File: src/rtl/seg_time_display.sv
// seg_time_display: multiplexes a 3-digit BCD game timer onto a common-anode 7-segment display
// with leading-zero blanking, an overflow indication and game-over blinking.
module seg_time_display #(
  parameter int SCAN_DIV  = 50_000,
  parameter int BLANK_CYC = 500,
  parameter int BLINK_DIV = 25_000_000
) (
  input  logic       sys_clk,
  input  logic       sys_rst_n,
  input  logic [3:0] time_1s,
  input  logic [3:0] time_10s,
  input  logic [3:0] time_100s,
  input  logic       time_max_flag,
  input  logic       game_over,
  output logic [2:0] sel,
  output logic [7:0] seg
);
  localparam int SW = SCAN_DIV > 1 ? $clog2(SCAN_DIV) : 1;
  localparam int BW = BLINK_DIV > 1 ? $clog2(BLINK_DIV) : 1;
  logic [SW-1:0] scan_cnt_q, scan_cnt_d;
  logic [1:0]    idx_q, idx_d;
  logic [BW-1:0] blink_cnt_q, blink_cnt_d;
  logic          blink_on_q, blink_on_d;
  logic [3:0]    d1_q, d1_d, d10_q, d10_d, d100_q, d100_d;
  logic          max_q, max_d;
  logic          load_q;
  logic [2:0]    sel_q, sel_d;
  logic [7:0]    seg_q, seg_d;
  logic          slot_tick, blink_wrap, snap, blank_h, blank_t, digit_blank, off;
  logic [3:0]    digit;
  logic [7:0]    seg_on;

  function automatic logic [7:0] dec(input logic [3:0] v);
    case (v)
      4'd0:    dec = 8'hC0;
      4'd1:    dec = 8'hF9;
      4'd2:    dec = 8'hA4;
      4'd3:    dec = 8'hB0;
      4'd4:    dec = 8'h99;
      4'd5:    dec = 8'h92;
      4'd6:    dec = 8'h82;
      4'd7:    dec = 8'hF8;
      4'd8:    dec = 8'h80;
      4'd9:    dec = 8'h90;
      default: dec = 8'hBF;
    endcase
  endfunction

  always_comb begin
    slot_tick   = scan_cnt_q == SW'(SCAN_DIV - 1);
    scan_cnt_d  = slot_tick ? '0 : scan_cnt_q + 1'b1;
    idx_d       = !slot_tick ? idx_q : (idx_q >= 2'd2 ? 2'd0 : idx_q + 2'd1);
    blink_wrap  = blink_cnt_q == BW'(BLINK_DIV - 1);
    blink_cnt_d = (!game_over || blink_wrap) ? '0 : blink_cnt_q + 1'b1;
    blink_on_d  = !game_over ? 1'b1 : (blink_wrap ? !blink_on_q : blink_on_q);
    // Inputs are captured only at frame boundaries so a frame never mixes old and new digits
    snap        = load_q || (slot_tick && idx_q == 2'd2);
    d1_d        = snap ? time_1s : d1_q;
    d10_d       = snap ? time_10s : d10_q;
    d100_d      = snap ? time_100s : d100_q;
    max_d       = snap ? time_max_flag : max_q;
    blank_h     = !max_q && d100_q == 4'd0;
    blank_t     = blank_h && d10_q == 4'd0;
    digit       = idx_q == 2'd0 ? d1_q : idx_q == 2'd1 ? d10_q : d100_q;
    digit_blank = idx_q == 2'd1 ? blank_t : idx_q == 2'd2 ? blank_h : 1'b0;
    seg_on      = max_q ? (idx_q == 2'd2 ? 8'h10 : 8'h90) : digit_blank ? 8'hFF : dec(digit);
    off         = scan_cnt_q < SW'(BLANK_CYC) || !blink_on_q;
    sel_d       = off ? 3'b111 : ~(3'b001 << idx_q);
    seg_d       = off ? 8'hFF : seg_on;
  end

  always_ff @(posedge sys_clk or negedge sys_rst_n) begin
    if (!sys_rst_n) begin
      scan_cnt_q  <= '0;
      idx_q       <= 2'd0;
      blink_cnt_q <= '0;
      blink_on_q  <= 1'b1;
      d1_q        <= 4'd0;
      d10_q       <= 4'd0;
      d100_q      <= 4'd0;
      max_q       <= 1'b0;
      load_q      <= 1'b1;
      sel_q       <= 3'b111;
      seg_q       <= 8'hFF;
    end else begin
      scan_cnt_q  <= scan_cnt_d;
      idx_q       <= idx_d;
      blink_cnt_q <= blink_cnt_d;
      blink_on_q  <= blink_on_d;
      d1_q        <= d1_d;
      d10_q       <= d10_d;
      d100_q      <= d100_d;
      max_q       <= max_d;
      load_q      <= 1'b0;
      sel_q       <= sel_d;
      seg_q       <= seg_d;
    end
  end

  assign sel = sel_q;
  assign seg = seg_q;
endmodule

File: config.mk
export PLATFORM = sky130hd
export DESIGN_NAME = seg_time_display
export DESIGN_NICKNAME = d
export VERILOG_FILES = /design/src/rtl/seg_time_display.sv
export SDC_FILE = /design/constraint.sdc
export NUM_CORES = 1
export LEC_CHECK = 0
export ABC_AREA = 0
export BUFFER_PORTS_ARGS = -buffer_cell sky130_fd_sc_hd__buf_2
export CAP_MARGIN = 20
export CORE_UTILIZATION = 40
export CTS_BUF_LIST = sky130_fd_sc_hd__clkbuf_4 sky130_fd_sc_hd__clkbuf_8
export CTS_CLUSTER_DIAMETER = 80
export DETAILED_ROUTE_END_ITERATION = 8
export PLACE_DENSITY = 0.68
export SYNTH_ARGS = -nofsm -noshare
export SYNTH_HDL_FRONTEND = slang
export SYNTH_SLANG_ARGS = --single-unit
File: constraint.sdc
create_clock -name sys_clk -period 2.4 [get_ports sys_clk]
set_clock_uncertainty 0.05 [all_clocks]
set_input_delay 0.12 -clock sys_clk [delete_from_list [all_inputs] [get_ports sys_clk]]
set_output_delay 0.12 -clock sys_clk [all_outputs]
set_load 0.05 [all_outputs]
Word-level counts from Yosys, hierarchy flattened

Memory sizes are Yosys's and may differ from the RTL's.
Index checks and enable logic that the tools add are counted.

Flip-flop bits (word level): 69
ROM bits: 112
Input bits: 16
Output and inout port bits: 11
Word-level logic and storage cells: 50
Memories kept: 1

Add/subtract/negate cells: 3
Magnitude comparators: 2
Equality and inequality tests: 5
Shift operators: 1
Multiplexer cells: 14
Bitwise gates (word level): 1
Reduce and logical (&&, ||, !) cells: 12

Memories:

| name            | depth | bits a word | read ports | clocked after Yosys merged registers in | wr ports | line | RTL |
|---|---|---|---|---|---|---|---|
| (no name shown) | 16    | 7           | 1          | 0                                       | 0        | 34   | `case (v)` |

Operator list:

| operator                                                                      | count |
|---|---|
| 8-bit 2-to-1 mux                                                              | 4 |
| 25-bit by 1-bit adder with 25-bit output, second input constant               | 1 |
| 25-bit equality test, second input constant                                   | 1 |
| 25-bit 2-to-1 mux                                                             | 1 |
| 16-bit by 1-bit adder with 16-bit output, second input constant               | 1 |
| 16-bit equality test, second input constant                                   | 1 |
| 16-bit by 9-bit less-than comparator with 1-bit output, second input constant | 1 |
| 16-bit 2-to-1 mux                                                             | 1 |
| 4-bit logical NOT                                                             | 2 |
| 4-bit 2-to-1 mux                                                              | 2 |
| 1-bit 2-to-1 mux                                                              | 4 |
| 1-bit logical AND                                                             | 3 |
| 1-bit logical NOT                                                             | 3 |
| 1-bit logical OR                                                              | 3 |
| 3-bit 2-to-1 mux                                                              | 1 |
| 3-bit NOT                                                                     | 1 |
| 1-bit by 2-bit << shifter with 3-bit output, first input constant             | 1 |
| 2-bit by 1-bit adder with 2-bit output, second input constant                 | 1 |
| 2-bit by 1-bit equality test with 1-bit output, second input constant         | 1 |
| 2-bit equality test, second input constant                                    | 1 |
| 2-bit >= comparator, second input constant                                    | 1 |
| 2-bit logical NOT                                                             | 1 |
| 2-bit 2-to-1 mux                                                              | 1 |
| 2-bit by 1-bit != test with 1-bit output, second input constant               | 1 |

Depth between registers and ports, before layout

Depth in word-level cells: 7
Mapped depth: 8
Depth with buffers taken out: 7

Least setup slack after synthesis

Ideal clock, no wire load.

Path type: register -> register
Start point: reg scan_cnt_q[0]
End point: reg d100_q[0]
Setup time: 125 ps
Arrival: 1,769 ps
Required time: 2,225 ps
Path slack: 456 ps
Stages on the path, launching flop included: 8
Buffers on the path: 1
Clock period less this slack: 1,944 ps
Cell sequence: dfrtp_1 > ha_1 > and3_1 > nand2_1 > nor3_4 > a21oi_2 > buf_6 > mux2_4

Longest elaborated chain between the ends: 3

RTL lines:

| what                   | line | RTL |
|---|---|---|
| start, declared        | 20   | `logic [SW-1:0] scan_cnt_q, scan_cnt_d;` |
| start signal, assigned | 86   | `scan_cnt_q <= scan_cnt_d;` |
| 16-bit equality test   | 50   | `slot_tick = scan_cnt_q == SW'(SCAN_DIV - 1);` |
| 1-bit logical AND      | 57   | `snap = load_q \|\| (slot_tick && idx_q == 2'd2);` |
| 1-bit logical OR       | 57   |  |
| end signal, assigned   | 80   | `d100_q <= 4'd0;` |
| end signal, assigned   | 92   | `d100_q <= d100_d;` |
| end, declared          | 24   | `logic [3:0] d1_q, d1_d, d10_q, d10_d, d100_q, d100_d;` |

Every way passes these cells.
A chain may end at the register's enable or synchronous reset.

Worst setup path in the final report

Start point: reg scan_cnt_q[0]
End point: reg d1_q[3]

Longest elaborated chain between the ends: 3

RTL lines:

| what                 | line | RTL |
|---|---|---|
| 16-bit equality test | 50   |  |
| 1-bit logical AND    | 57   |  |
| 1-bit logical OR     | 57   |  |
| end signal, assigned | 78   | `d1_q <= 4'd0;` |
| end signal, assigned | 90   | `d1_q <= d1_d;` |
| end, declared        | 24   |  |

Every way passes these cells.

==> impl_metrics.toml <==
[grt]
grt_usage = 0.1633
grt_antenna_before_repair = 0
grt_max_degree = 29
grt_pass1_wl_um = 10790
grt_overflow = 0
grt_pass1_vias = 2321

[synthesis]
syn-num-nets = 314
seq_area_frac_synth = 0.5383
synth_top_area_cell = "dfrtp_1"
syn_area_mm2 = 0.003238
synthCells = 295
synth_cell_types = 46
syn_avg_cell_area_um2 = 10.98
netlist.area_leader.share = 0.4328
synth-seq-cells = 69
yosysWarningCount = 0
synthTopCellsByArea = "dfrtp_1, dfstp_2, xnor2_1, xor2_1, nor2_1"

[route]
ant_nets = 0
drt_first_pass_iters = 4
vias = 2279
drc_errors = 0
totalWireLength_um = 6181
avgViaCountPerCell = 5.031
wl_per_cell_um = 13.64
drtIter0Drc = 165

[power_and_ir_drop]
ir_drop_mv = 0.3731
pwr-share-comb = 0.065
seqPwrFrac = 0.497
p_sw_w = 0.0005455
p_clk_frac = 0.438
internal_power_w = 0.001898
switching_share = 0.2233
p_leak_nw = 1.653
p_per_area_mw_per_mm2 = 628.9

[floorplanning]
core.rowCount = 32
die_w_um = 91.98
start_util = 0.4169
die_area_mm2 = 0.008459
boundaryPins = 27
core_area_mm2 = 0.007767
die-height_um = 91.98

[setup_path]
reg2reg_depth = 7
cp.depth = 7
cp_max_fo = 13
crit_path_cell_trace = "ha_1 > and3_1 > nand2_1 > nor3_4 > a21oi_2 > buf_4 > mux2_2"
reg2reg_setup_slack_ps = 340
cp-end-kind = "flop"
critPathBufInv = 1
slowest_delay_ps = 420
r2r_start = "scan_cnt_q[0]"
cp-startpoint = "scan_cnt_q[0]"
cp-start-kind = "flop"
crit_end = "d1_q[3]"
cp_top_family = "simple AND/OR/NAND/NOR gates"
required_ps = 2570
critPathArrivalTime_ps = 2240
slowest_stage = "dfrtp_1"
r2r_end = "d1_q[3]"
critPathKind = "reg -> reg"

[place]
gp_congestion = 0.8546
port_buffers = 26
hpwlAfterDp_um = 4257
placed_area_mm2 = 0.003506

[timing]
layout_min_cycle_time_ps = 2063
fmax_mhz = 484.7
slew_viol_final = 0
setup_viol = 0
worst_pin_slew_ps = 571.5
rsz0062_at_grt = "no"
max-slew-margin-rel = 0.6182
fin_setup_tns_ps = 0
hold_viol = 0
fin_crit_sh = 0.8596

[cts]
clk_pin_slew_ps = 70
cts-root-buf = "clkbuf_8"
cts.path.max_buffers = 2
cts_tree = "built"
clkLatencyLatePin_ps = 340
ctsResizeCount = 0
cts.sink_count = 69
htree_num_levels = 3
cts_hold_buf = 15
post_cts_buffers = 0
cts_made_buffers = 9

[status]
status = "completed"

[layout]
utilization = 0.5002
layout-drive-gt1-share = 0.2279
area_growth_pct = 19.98
antenna_cells = 0
final_area_mm2 = 0.003885
final_nets = 365

[hold_path]
hold_path_class = "in -> async"

[run]
maxCapViolCount = 0
## power by group through the flow
stage	Clock (W)	Combinational [W]	Sequential, W
floorplan	0	0.0000894	0.00123
global placement	0	0.000138	0.00123
detailed placement	0	0.000142	0.00124
CTS	0.00109	0.000161	0.00121
global route	0.00114	0.000179	0.00122
finish	0.00107	0.000159	0.00122
## cells in the final DEF (no fill, tap or decap), types with 6 or more instances in the layout
| master | n |
|---|---|
| dlygate4sd3_1 | 15 |
| xnor2_1 | 20 |
| nor3_1 | 6 |
| nand3_1 | 18 |
| and3_1 | 7 |
| nand2_1 | 21 |
| nor2_1 | 44 |
| dfstp_2 | 13 |
| buf_2 | 26 |
| mux2_4 | 10 |
| clkbuf_8 | 10 |
| nand4_1 | 11 |
| dfrtp_1 | 56 |
| buf_4 | 7 |
| xor2_1 | 19 |
## through the flow
| stage | setup slack [ps] | total power (W) | std cells | hold slack [ps] |
|---|---|---|---|---|
| 3_5_place_dp | 341.2 | 0.001379 | 422 | 68.26 |
| 6_report | 337.0 | 0.002443 | 453 | 226.1 |
| 2_1_floorplan | 456.0 | 0.001318 | 295 | -225.6 |
| 3_3_place_gp | 345.0 | 0.001372 | 422 | 70.72 |
| 5_1_grt | 151.5 | 0.002533 | 453 | 280.3 |
| 4_1_cts | 304.6 | 0.002466 | 453 | 241.0 |
## synth_stat cells, drive strengths merged
master,instances
o311a,1
mux2,15
o211ai,1
buf,5
and3,7
or3,1
xor2,19
o31ai,1
clkbuf,3
dfstp,13
or4,3
o211a,1
a21oi,3
ha,3
and2,1
nor4bb,1
nor4,5
and4,3
mux2i,5
o21bai,1
o41ai,1
nand3,18
nor2b,3
nor3,7
xnor2,20
conb,1
dfrtp,56
nor3b,1
nand4,11
nor2,44
inv,4
nor4b,1
a22oi,1
a211oi,1
o21a,2
a31oi,1
o21ai,5
nand2b,4
a21boi,1
nand2,21
## worst min-delay path by stage
stage          cells after the start      start              end
4_1_cts                            2  sys_rst_n  blink_cnt_q[24]
6_report                           2  sys_rst_n  blink_cnt_q[10]
3_3_place_gp                       1  sys_rst_n  blink_cnt_q[13]
3_5_place_dp                       1  sys_rst_n  blink_cnt_q[10]
5_1_grt                            2  sys_rst_n  blink_cnt_q[10]
2_1_floorplan                      0  sys_rst_n   blink_cnt_q[0]
## worst register-to-register path, cell delays in order (launching register included)
cell and delay, ps:
dfrtp_1 420, ha_1 230, and3_1 230, nand2_1 190
nor3_4 80, a21oi_2 130, buf_4 250, mux2_2 360
## cell type report
cell class	instances	area, um2
Clock inverter	5	83.83
Fill cell	724	3882
Inverter	4	15.01
Timing Repair Buffer	48	332.8
Tap cell	102	127.6
Clock buffer	11	145.1
Multi-Input combinational cell	214	1438
Sequential cell	69	1743
## registers in the layout, summed over array words and instances (netlist names)
| register | flops |
|---|---|
| seg | 8 |
| d100_q | 4 |
| sel | 3 |
| blink_on_q | 1 |
| d1_q | 4 |
| blink_cnt_q | 25 |
| load_q | 1 |
| max_q | 1 |
| d10_q | 4 |
| idx_q | 2 |
| scan_cnt_q | 16 |
## logic make-up (layout without fill, tap and decap cells)
family                   Yosys count  in the layout  synth area share
multiplexers                      20             20           0.07921
flip-flops                        69             69            0.5383
AO/OA/AOI/OAI                     20             20           0.04290
adder cells (fa/ha/maj)            3              3           0.01159
other                              1              1          0.001158
AND/OR/NAND/NOR                  131            131            0.2036
buffers and inverters             12             68           0.01777
XOR/XNOR                          39             39            0.1055
## routing by layer
metal  up-vias  global-route usage  part of all wire  wire length [um]
li1       1123                   -                 -                 -
met1      1113              0.2169              0.47              2935
met2        34              0.2587              0.48              2947
met3         9             0.02653             0.028               174
met4         0             0.08203             0.020               123
met5         -                   0                 0                 0
Note: power is estimated with default switching activity, not from simulation.
